==> src/rtl/multicycle_control.sv <==
// Multi-cycle RV32I sequencer: time-shares one ALU and one memory port across
// fetch/decode/execute/memory/writeback, driving every datapath select and enable.
module multicycle_control (
  input  logic       clk,
  input  logic       rst,
  input  logic [6:0] opcode,
  input  logic       branch_taken,
  input  logic       mem_ready,
  output logic       mem_req,
  output logic       mem_we,
  output logic       adr_src,
  output logic       ir_write,
  output logic       pc_write,
  output logic [1:0] alu_src_a,
  output logic [1:0] alu_src_b,
  output logic [1:0] alu_op,
  output logic [1:0] result_src,
  output logic       reg_write,
  output logic       retire,
  output logic       halted,
  output logic       illegal,
  output logic [3:0] state
);

  typedef enum logic [3:0] {
    S_FETCH     = 4'h0,
    S_DECODE    = 4'h1,
    S_MEM_ADR   = 4'h2,
    S_MEM_READ  = 4'h3,
    S_MEM_WB    = 4'h4,
    S_MEM_WRITE = 4'h5,
    S_EXEC_R    = 4'h6,
    S_EXEC_I    = 4'h7,
    S_ALU_WB    = 4'h8,
    S_BRANCH    = 4'h9,
    S_JAL       = 4'hA,
    S_JALR      = 4'hB,
    S_JALR_LINK = 4'hC,
    S_LUI       = 4'hD,
    S_HALT      = 4'hF
  } state_t;

  localparam logic [6:0] OP_R      = 7'b0110011;
  localparam logic [6:0] OP_I      = 7'b0010011;
  localparam logic [6:0] OP_LOAD   = 7'b0000011;
  localparam logic [6:0] OP_STORE  = 7'b0100011;
  localparam logic [6:0] OP_BRANCH = 7'b1100011;
  localparam logic [6:0] OP_JAL    = 7'b1101111;
  localparam logic [6:0] OP_JALR   = 7'b1100111;
  localparam logic [6:0] OP_LUI    = 7'b0110111;
  localparam logic [6:0] OP_AUIPC  = 7'b0010111;
  localparam logic [6:0] OP_SYSTEM = 7'b1110011;

  state_t state_q, state_d;
  logic   illegal_q, illegal_d;

  always_ff @(posedge clk) begin
    if (rst) begin
      state_q   <= S_FETCH;
      illegal_q <= 1'b0;
    end else begin
      state_q   <= state_d;
      illegal_q <= illegal_d;
    end
  end

  always_comb begin
    state_d    = state_q;
    illegal_d  = illegal_q;
    mem_req    = 1'b0;
    mem_we     = 1'b0;
    adr_src    = 1'b0;
    ir_write   = 1'b0;
    pc_write   = 1'b0;
    alu_src_a  = 2'b00;
    alu_src_b  = 2'b00;
    alu_op     = 2'b00;
    result_src = 2'b00;
    reg_write  = 1'b0;
    retire     = 1'b0;
    halted     = 1'b0;

    case (state_q)
      S_FETCH: begin
        mem_req    = 1'b1;
        alu_src_b  = 2'b10;
        result_src = 2'b10;
        ir_write   = mem_ready;
        pc_write   = mem_ready;
        if (mem_ready) state_d = S_DECODE;
      end
      S_DECODE: begin
        // ALUOut captures OldPC + imm here, which is already the AUIPC result
        alu_src_a = 2'b01;
        alu_src_b = 2'b01;
        case (opcode)
          OP_R:               state_d = S_EXEC_R;
          OP_I:               state_d = S_EXEC_I;
          OP_LOAD, OP_STORE:  state_d = S_MEM_ADR;
          OP_BRANCH:          state_d = S_BRANCH;
          OP_JAL:             state_d = S_JAL;
          OP_JALR:            state_d = S_JALR;
          OP_LUI:             state_d = S_LUI;
          OP_AUIPC:           state_d = S_ALU_WB;
          OP_SYSTEM:          state_d = S_HALT;
          default: begin
            state_d   = S_HALT;
            illegal_d = 1'b1;
          end
        endcase
      end
      S_MEM_ADR: begin
        alu_src_a = 2'b10;
        alu_src_b = 2'b01;
        state_d   = opcode[5] ? S_MEM_WRITE : S_MEM_READ;
      end
      S_MEM_READ: begin
        mem_req = 1'b1;
        adr_src = 1'b1;
        if (mem_ready) state_d = S_MEM_WB;
      end
      S_MEM_WB: begin
        result_src = 2'b01;
        reg_write  = 1'b1;
        retire     = 1'b1;
        state_d    = S_FETCH;
      end
      S_MEM_WRITE: begin
        mem_req = 1'b1;
        mem_we  = 1'b1;
        adr_src = 1'b1;
        retire  = mem_ready;
        if (mem_ready) state_d = S_FETCH;
      end
      S_EXEC_R: begin
        alu_src_a = 2'b10;
        alu_op    = 2'b10;
        state_d   = S_ALU_WB;
      end
      S_EXEC_I: begin
        alu_src_a = 2'b10;
        alu_src_b = 2'b01;
        alu_op    = 2'b11;
        state_d   = S_ALU_WB;
      end
      S_LUI: begin
        alu_src_a = 2'b11;
        alu_src_b = 2'b01;
        state_d   = S_ALU_WB;
      end
      S_ALU_WB: begin
        reg_write = 1'b1;
        retire    = 1'b1;
        state_d   = S_FETCH;
      end
      S_BRANCH: begin
        alu_src_a = 2'b10;
        alu_op    = 2'b01;
        pc_write  = branch_taken;
        retire    = 1'b1;
        state_d   = S_FETCH;
      end
      S_JAL: begin
        // PC takes the target from ALUOut while the ALU forms the link OldPC + 4
        pc_write  = 1'b1;
        alu_src_a = 2'b01;
        alu_src_b = 2'b10;
        state_d   = S_ALU_WB;
      end
      S_JALR: begin
        alu_src_a  = 2'b10;
        alu_src_b  = 2'b01;
        result_src = 2'b10;
        pc_write   = 1'b1;
        state_d    = S_JALR_LINK;
      end
      S_JALR_LINK: begin
        alu_src_a = 2'b01;
        alu_src_b = 2'b10;
        state_d   = S_ALU_WB;
      end
      S_HALT: begin
        halted = 1'b1;
      end
      default: begin
        state_d   = S_HALT;
        illegal_d = 1'b1;
      end
    endcase
  end

  assign illegal = illegal_q;
  assign state   = state_q;

endmodule

==> config.mk <==
export PLATFORM = sky130hd
export DESIGN_NAME = multicycle_control
export DESIGN_NICKNAME = d
export VERILOG_FILES = /design/src/rtl/multicycle_control.sv
export SDC_FILE = /design/constraint.sdc
export NUM_CORES = 1
export LEC_CHECK = 0
export CAP_MARGIN = 0
export CORE_MARGIN = 5
export CORE_UTILIZATION = 40
export DETAILED_ROUTE_END_ITERATION = 16
export PLACE_DENSITY = 0.76
export SYNTH_ARGS = -nofsm -noshare
export SYNTH_HDL_FRONTEND = slang
export SYNTH_SLANG_ARGS = --single-unit
==> constraint.sdc <==
create_clock -name clk -period 4.84 [get_ports clk]
set_clock_uncertainty 0.2 [all_clocks]
set_input_delay 0.968 -clock clk [delete_from_list [all_inputs] [get_ports clk]]
set_output_delay 0.968 -clock clk [all_outputs]
set_load 0.1 [all_outputs]
==> metrics.cfg, run 1 <==
[worst_setup_path]
r2r-start=state[0]
crit_path_top_delay_cell=clkdlybuf4s50_1
cp.depth=3
cp.arrival_ns=2.58
cp.required_ns=3.67
critPathKind=flip-flop to primary output
timing.rr.end=illegal
cp_cell_sequence=or3_1 -> a21oi_1 -> clkdlybuf4s50_1
ff2ff_setup_slack_ns=2.70
crit_family=buffers and inverters
startpoint_type=flip-flop
reg2regPathDepth=4
slowest_delay_ns=1.16
path_buf_inv=1
end_kind=primary output
worstPathMaxFanout=26
crit_end=result_src[1]
cp-startpoint=state[0]

[placed_design]
dp_cells=168
post_dp_cell_area_mm2=0.001099
routabilityCongestion=0.8291
place_ws_ns=1.321
numPortBuffers=31
dp_hpwl_mm=1.735

[drt]
wire_per_inst_um=13.37
drcViolationCount=0
drt_iter0_markers=22
vias=975
routed_wl_mm=2.299
dr.pass1.iters=4
ant_nets=0
viasPerCell=5.669

[clock_tree]
path_clk_slew_ns=0.05
cts_tree=yes
cts_setup_buffers=0
cts_resized=0
clk_latency_ns=0.24
root_buffer=clkbuf_4
numCtsBuffers=3
clkSinkCount=5
clockBufferDepth=2
h-tree-depth=1
ctsHoldBuffers=0

[synth]
syn-mean-instance-area_um2=6.829
synthDistinctLibCells=43
synthArstFlopShare=0
yosys_warnings=0
syn-num-nets=131
synth-seq-area-share=0.1221
ys_ff_latch=5
synth-edff-count=0
ys.flop_type=dfxtp_1
synth_cells=120
netlist_area_um2=819.5

[global_route]
antenna_found_initial=0
met1_usage=0.1874
grt_pass1_wl_mm=4.098
grt_pass1_vias=908
grt_overflow_total=0
grt_max_degree=27
top_usage_layer=met2
grt_use_met3=0.02331
grt_use_met2=0.2787
grt_util_all_layers=0.1572

[floorplan]
die_h_um=55.27
core_mm2=0.001962
initial_core_util=0.4177
die_area_mm2=0.003054
io_pins=32
num_rows=16
die_w_um=55.27

[timing]
fin_crit_sh=0.7753
fin_ws_ns=1.087
clock.fmax_mhz=266.5
report.final.slew_viol_count=0
rsz0062_at_grt=false
setup_viol=0
worst_slew_pin_slew_ns=0.9806
setup_tns_ns=0
period_minus_slack_ns=3.753
max_slew_margin=0.3442
hold_viol_final=0

[layout]
final_cells=172
n_antenna_cell=0
drive_gt1_frac=0.1931
fin_nets=157
fin_area_mm2=0.001125
area_delta_synth_final_pct=37.25

[outcome]
status=complete, no violations

[flow_run]
drv_cap=0

[worst_hold_path]
hp-class=flip-flop to flip-flop

-- cells by family after synthesis --
kind of cell    after synthesis  share of synthesized area
xor+xnor                      4                    0.04276
compound gates               37                     0.3069
simple gates                 59                     0.4305
flops                         5                     0.1221
buf+inv                      15                    0.09770
-- per-stage QoR --
step | utilization | hold WS, ns
global placement | 0.5599 | 0.3176
detailed placement | 0.5599 | 0.3283
CTS | 0.5733 | 0.3388
global route | 0.5733 | 0.3622
finish | 0.5733 | 0.3317
floorplan | - | 0.8371
-- layer usage --
layer | share of wire | vias to the layer above | routed length (um)
li1 | - | 498 | -
met1 | 0.43 | 446 | 1000
met2 | 0.51 | 29 | 1167
met3 | 0.048 | 2 | 110
met4 | 0.0087 | 0 | 20
met5 | 0 | - | 0
-- Yosys cell counts, drive strengths merged, types with 2 or more instances --
cell | n | area, um2
and3 | 2 | 12.51
inv | 2 | 7.510
nor2 | 11 | 41.29
nor4b | 3 | 41.29
nand2b | 5 | 31.28
nor2b | 5 | 31.28
nor4 | 2 | 12.51
o21a | 4 | 30.03
nor3b | 2 | 15.01
nand3b | 3 | 22.52
dfxtp | 5 | 100.1
a31oi | 2 | 12.51
o22ai | 3 | 18.77
xor2 | 3 | 26.28
nand3 | 4 | 20.02
nor3 | 8 | 40.04
and2 | 2 | 12.51
o21ai | 7 | 38.79
or3 | 2 | 12.51
a211oi | 4 | 35.03
buf | 10 | 61.30
nand2 | 6 | 22.52
a21oi | 8 | 40.04
clkbuf | 3 | 11.26
-- cell usage in the layout (no fill, tap or decap), types with 3 or more instances in the layout --
cell type and count:
a21oi_1 8, buf_4 16, clkbuf_4 3, clkdlybuf4s50_1 18
dfxtp_1 5, nand2_1 6, nand2b_1 5, nand3_1 4
nand3b_1 3, nor2_1 10, nor2b_1 5, nor3_1 8
o21a_1 4, o21ai_0 5, o22ai_1 3, xor2_1 3
-- worst reg2reg max path: cells and delay by family (launching register included) --
kind             cells  cell delay, ns
AND/OR/NAND/NOR      2            0.80
AO/OA/AOI/OAI        2            0.23
flip-flops           1            0.85
-- sequential cells by signal, summed over array words and instances (netlist names) --
register	count
state	4
illegal	1
-- final cells by class --
| type | count | area (um2) |
|---|---|---|
| clock buffer | 4 | 26.28 |
| fill | 204 | 837.1 |
| inverter | 2 | 7.507 |
| multi-input combinational | 100 | 656.9 |
| sequential | 5 | 100.1 |
| tap | 27 | 33.78 |
| timing repair buffer | 34 | 300.3 |
-- worst min-delay path by stage --
stage / cells past startpoint / start / slack [ns] / to
6_report: 2 / illegal / 0.33 / illegal
5_1_grt: 2 / illegal / 0.36 / illegal
3_3_place_gp: 2 / illegal / 0.32 / illegal
2_1_floorplan: 1 / rst / 0.84 / illegal
4_1_cts: 2 / illegal / 0.34 / illegal
3_5_place_dp: 2 / illegal / 0.33 / illegal
Power of run 1 is not shown: default switching activity piles up to over one toggle a cycle in this logic, so the estimate is an artifact.
==> run 2, diff against run 1 <==
==> constraint.sdc (replaced) <==
create_clock -name clk -period 3.9 [get_ports clk]
set_clock_uncertainty 0.2 [all_clocks]
set_input_delay 0.78 -clock clk [delete_from_list [all_inputs] [get_ports clk]]
set_output_delay 0.78 -clock clk [all_outputs]
set_load 0.1 [all_outputs]
==> metrics.cfg, run 2 (synthesized netlist as in run 1, its figures left out) <==
[floorplan]
die_h_um=55.27
die_area_mm2=0.003054
io_pins=32
core_mm2=0.001962
die_w_um=55.27
num_rows=16
initial_core_util=0.4177

[timing]
fin_crit_sh=0.8173
period_minus_slack_ns=3.187
hold_viol_final=0
report.final.slew_viol_count=0
setup_viol=0
worst_slew_pin_slew_ns=1.084
rsz0062_at_grt=false
clock.fmax_mhz=313.7
max_slew_margin=0.2761

[worst_setup_path]
crit_path_top_delay_cell=dfxtp_1
slowest_delay_ns=1.03
crit_family=flip-flops
worstPathMaxFanout=28
ff2ff_setup_slack_ns=1.71
cp.arrival_ns=2.21
cp.required_ns=2.92
reg2regPathDepth=5
r2r-start=state[1]
timing.rr.end=state[1]
cp_cell_sequence=xor2_1 -> xnor2_1 -> nand2_1 -> o31ai_4 -> buf_4
startpoint_type=flip-flop
critPathKind=flip-flop to primary output
end_kind=primary output
path_buf_inv=1

[clock_tree]
cts_tree=yes
clk_latency_ns=0.23
path_clk_slew_ns=0.04
clockBufferDepth=2
h-tree-depth=1
cts_resized=0
ctsHoldBuffers=0
clkSinkCount=5
cts_setup_buffers=0
root_buffer=clkbuf_4
numCtsBuffers=3

[worst_hold_path]
min_to=illegal
hold_path_depth=2
hold_start=illegal
hp-class=flip-flop to flip-flop

[placed_design]
routabilityCongestion=0.8086
dp_cells=167
dp_hpwl_mm=1.725
numPortBuffers=31

[drt]
ant_nets=0
vias=953
routed_wl_mm=2.282
dr.pass1.iters=4
drcViolationCount=0
wire_per_inst_um=13.35
viasPerCell=5.573
drt_iter0_markers=31

[global_route]
grt_max_degree=29
grt_util_all_layers=0.1465
grt_overflow_total=0
grt_pass1_vias=832
grt_pass1_wl_mm=3.870
antenna_found_initial=0

[layout]
final_common_cell=buf_4
drive_gt1_frac=0.2847
fin_nets=156
n_antenna_cell=0
largest_register_ffs=4
most-common-layout-cells=20 x buf_4, 11 x clkdlybuf4s50_1, 8 x nor2_1
final_cells=171
area_delta_synth_final_pct=41.99

[outcome]
status=complete, no violations

[flow_run]
drv_cap=0

[run 2: cell types whose count changed in the layout (fill, tap and decap cells not counted), sizes merged]
cell,previous run,this run
buf,16,22
clkdlybuf4s50,18,11
[run 2: final cells by class]
type                    count  area [um2]
fillers                   205       798.3
clock buffers               4       26.28
multi-input cells         100       695.7
well taps                  27       33.78
repair buffers             33       300.3
flip-flops and latches      5       100.1
inverters                   2       7.507
[run 2: worst register-to-register path, delay by kind of cell (launching register included)]
kind | cells | cell delay, ns
AO/OA/AOI/OAI | 2 | 0.33
buffers and inverters | 1 | 0.29
flip-flops | 1 | 0.82
AND/OR/NAND/NOR | 2 | 0.47
[run 2: through the flow]
step | worst slack (ns) | instance area (um2) | hold WS (ns) | TNS [ns] | utilization
final | 0.7126 | 1164 | 0.3263 | 0 | 0.5931
after global routing | 0.5294 | 1164 | 0.3530 | 0 | 0.5931
after CTS | 0.7082 | 1164 | 0.3342 | 0 | 0.5931
after detailed placement | 0.7957 | 1137 | 0.3248 | 0 | 0.5797
after global placement | 0.8111 | 1137 | 0.3169 | 0 | 0.5797
after floorplan | -0.2230 | 875.8 | 0.6491 | -0.3076 | -
[run 2: worst max path at each step]
stage	startpoint	endpoint	slack, ns	depth (start not counted)
after floorplan	state[3]	pc_write	-0.22	5
after global placement	mem_ready	pc_write	0.81	4
after detailed placement	mem_ready	pc_write	0.80	4
after CTS	state[3]	alu_src_b[0]	0.71	5
after global routing	state[3]	alu_src_b[0]	0.53	5
final	state[3]	alu_src_b[0]	0.71	5
[run 2: metal layers]
| layer | wire, um | global-route usage | up-vias |
|---|---|---|---|
| met4 | 0 | 0.03472 | 0 |
| li1 | - | - | 499 |
| met5 | 0 | 0 | - |
| met1 | 1004 | 0.1911 | 422 |
| met2 | 1132 | 0.2449 | 32 |
| met3 | 144 | 0.03030 | 0 |
Power of run 2 is left out for the same reason.
==> run 3, diff against run 2 <==
--- a/config.mk
+++ b/config.mk
@@ -7,9 +7,9 @@
 export LEC_CHECK = 0
 export CAP_MARGIN = 0
 export CORE_MARGIN = 5
-export CORE_UTILIZATION = 40
+export CORE_UTILIZATION = 39
 export DETAILED_ROUTE_END_ITERATION = 16
-export PLACE_DENSITY = 0.76
+export PLACE_DENSITY = 0.78
 export SYNTH_ARGS = -nofsm -noshare
 export SYNTH_HDL_FRONTEND = slang
 export SYNTH_SLANG_ARGS = --single-unit
==> constraint.sdc (replaced) <==
create_clock -name clk -period 2.8 [get_ports clk]
set_clock_uncertainty 0.2 [all_clocks]
set_input_delay 0.56 -clock clk [delete_from_list [all_inputs] [get_ports clk]]
set_output_delay 0.56 -clock clk [all_outputs]
set_load 0.1 [all_outputs]
==> metrics.cfg, run 3 (synthesized netlist as in run 1, its figures left out) <==
[outcome]
status=complete, no violations

[timing]
period_minus_slack_ns=2.405
report.final.slew_viol_count=0
rsz0062_at_grt=false
worst_slew_pin_slew_ns=0.4639
setup_tns_ns=0
clock.fmax_mhz=415.8
hold_ws_ns=0.3292
max_slew_margin=0.6827
setup_viol=0
fin_crit_sh=0.8589
hold_viol_final=0

[layout]
drive_gt1_frac=0.3427
area_delta_synth_final_pct=71.91
n_antenna_cell=0
final_cells=170
fin_nets=155
post-route-util=0.7109
most-common-layout-cells=15 x buf_12, 10 x clkdlybuf4s50_1, 7 x a21oi_1, 7 x nor3_1, 7 x buf_4
final_common_cell=buf_12
largest_register_ffs=4

[floorplan]
die_area_mm2=0.003118
io_pins=32
core_mm2=0.001982
num_rows=16
initial_core_util=0.4135
die_h_um=55.84
die_w_um=55.84

[worst_setup_path]
end_kind=primary output
slowest_delay_ns=0.57
cp.required_ns=2.04
reg2regPathDepth=4
worstPathMaxFanout=29
startpoint_type=flip-flop
cp.arrival_ns=1.64
crit_path_top_delay_cell=dfxtp_4
cp_cell_sequence=nand2b_1 -> o21a_1 -> nor2_4 -> buf_12
critPathKind=flip-flop to primary output

[clock_tree]
cts_setup_buffers=0
path_clk_slew_ns=0.04
cts_tree=yes
cts_resized=0
clockBufferDepth=2
h-tree-depth=1
root_buffer=clkbuf_4
clkSinkCount=5
clk_latency_ns=0.24
ctsHoldBuffers=0
numCtsBuffers=3

[global_route]
grt_pass1_vias=965
grt_pass1_wl_mm=4.505
grt_util_all_layers=0.1713
grt_max_degree=31
antenna_found_initial=0
grt_overflow_total=0

[drt]
wire_per_inst_um=14.72
drt_iter0_markers=28
viasPerCell=5.788
routed_wl_mm=2.502
ant_nets=0
vias=984
drcViolationCount=0
dr.pass1.iters=4

[flow_run]
drv_cap=0

[placed_design]
routabilityCongestion=0.7905
dp_hpwl_mm=1.912
dp_cells=166
numPortBuffers=31

[worst_hold_path]
hp-class=flip-flop to flip-flop
hold_path_depth=2

-- run 3: changes by cell type in the layout (fill, tap and decap cells not counted), sizes merged --
cell / delta
clkdlybuf4s50: -1
-- run 3: stage by stage --
step	worst slack [ns]	cell area (um2)
floorplan	-0.2210	978.4
global placement	0.4336	1383
detailed placement	0.3981	1383
CTS	0.3957	1409
global route	0.2721	1409
finish	0.3951	1409
-- run 3: worst max-delay path, delay by kind of cell (launching register included) --
family          cells  cell delay (ns)
flops               1             0.57
simple gates        2             0.37
compound gates      1             0.27
buf+inv             1             0.18
-- run 3: path summary, 6_finish.rpt --
kind / start / end / slack [ns]
worst max-delay path: state[2] / retire / 0.40
worst min-delay path: illegal / illegal / 0.33
worst max register to register: state[0] / illegal / 1.08
worst min register to register: illegal / illegal / 0.33
-- run 3: layer usage --
layer,global-route usage,share of wire
met3,0.02320,0.039
met1,0.2283,0.43
met5,0,0
met2,0.2821,0.53
met4,0.05763,0.0056
-- run 3: area by class of cell --
class	count	area (um2)
Multi-Input combinational cell	100	773.2
Fill cell	154	573.1
Inverter	2	7.507
Timing Repair Buffer	32	452.9
Clock buffer	4	26.28
Tap cell	27	33.78
Sequential cell	5	115.1
Power of run 3 is left out for the same reason.
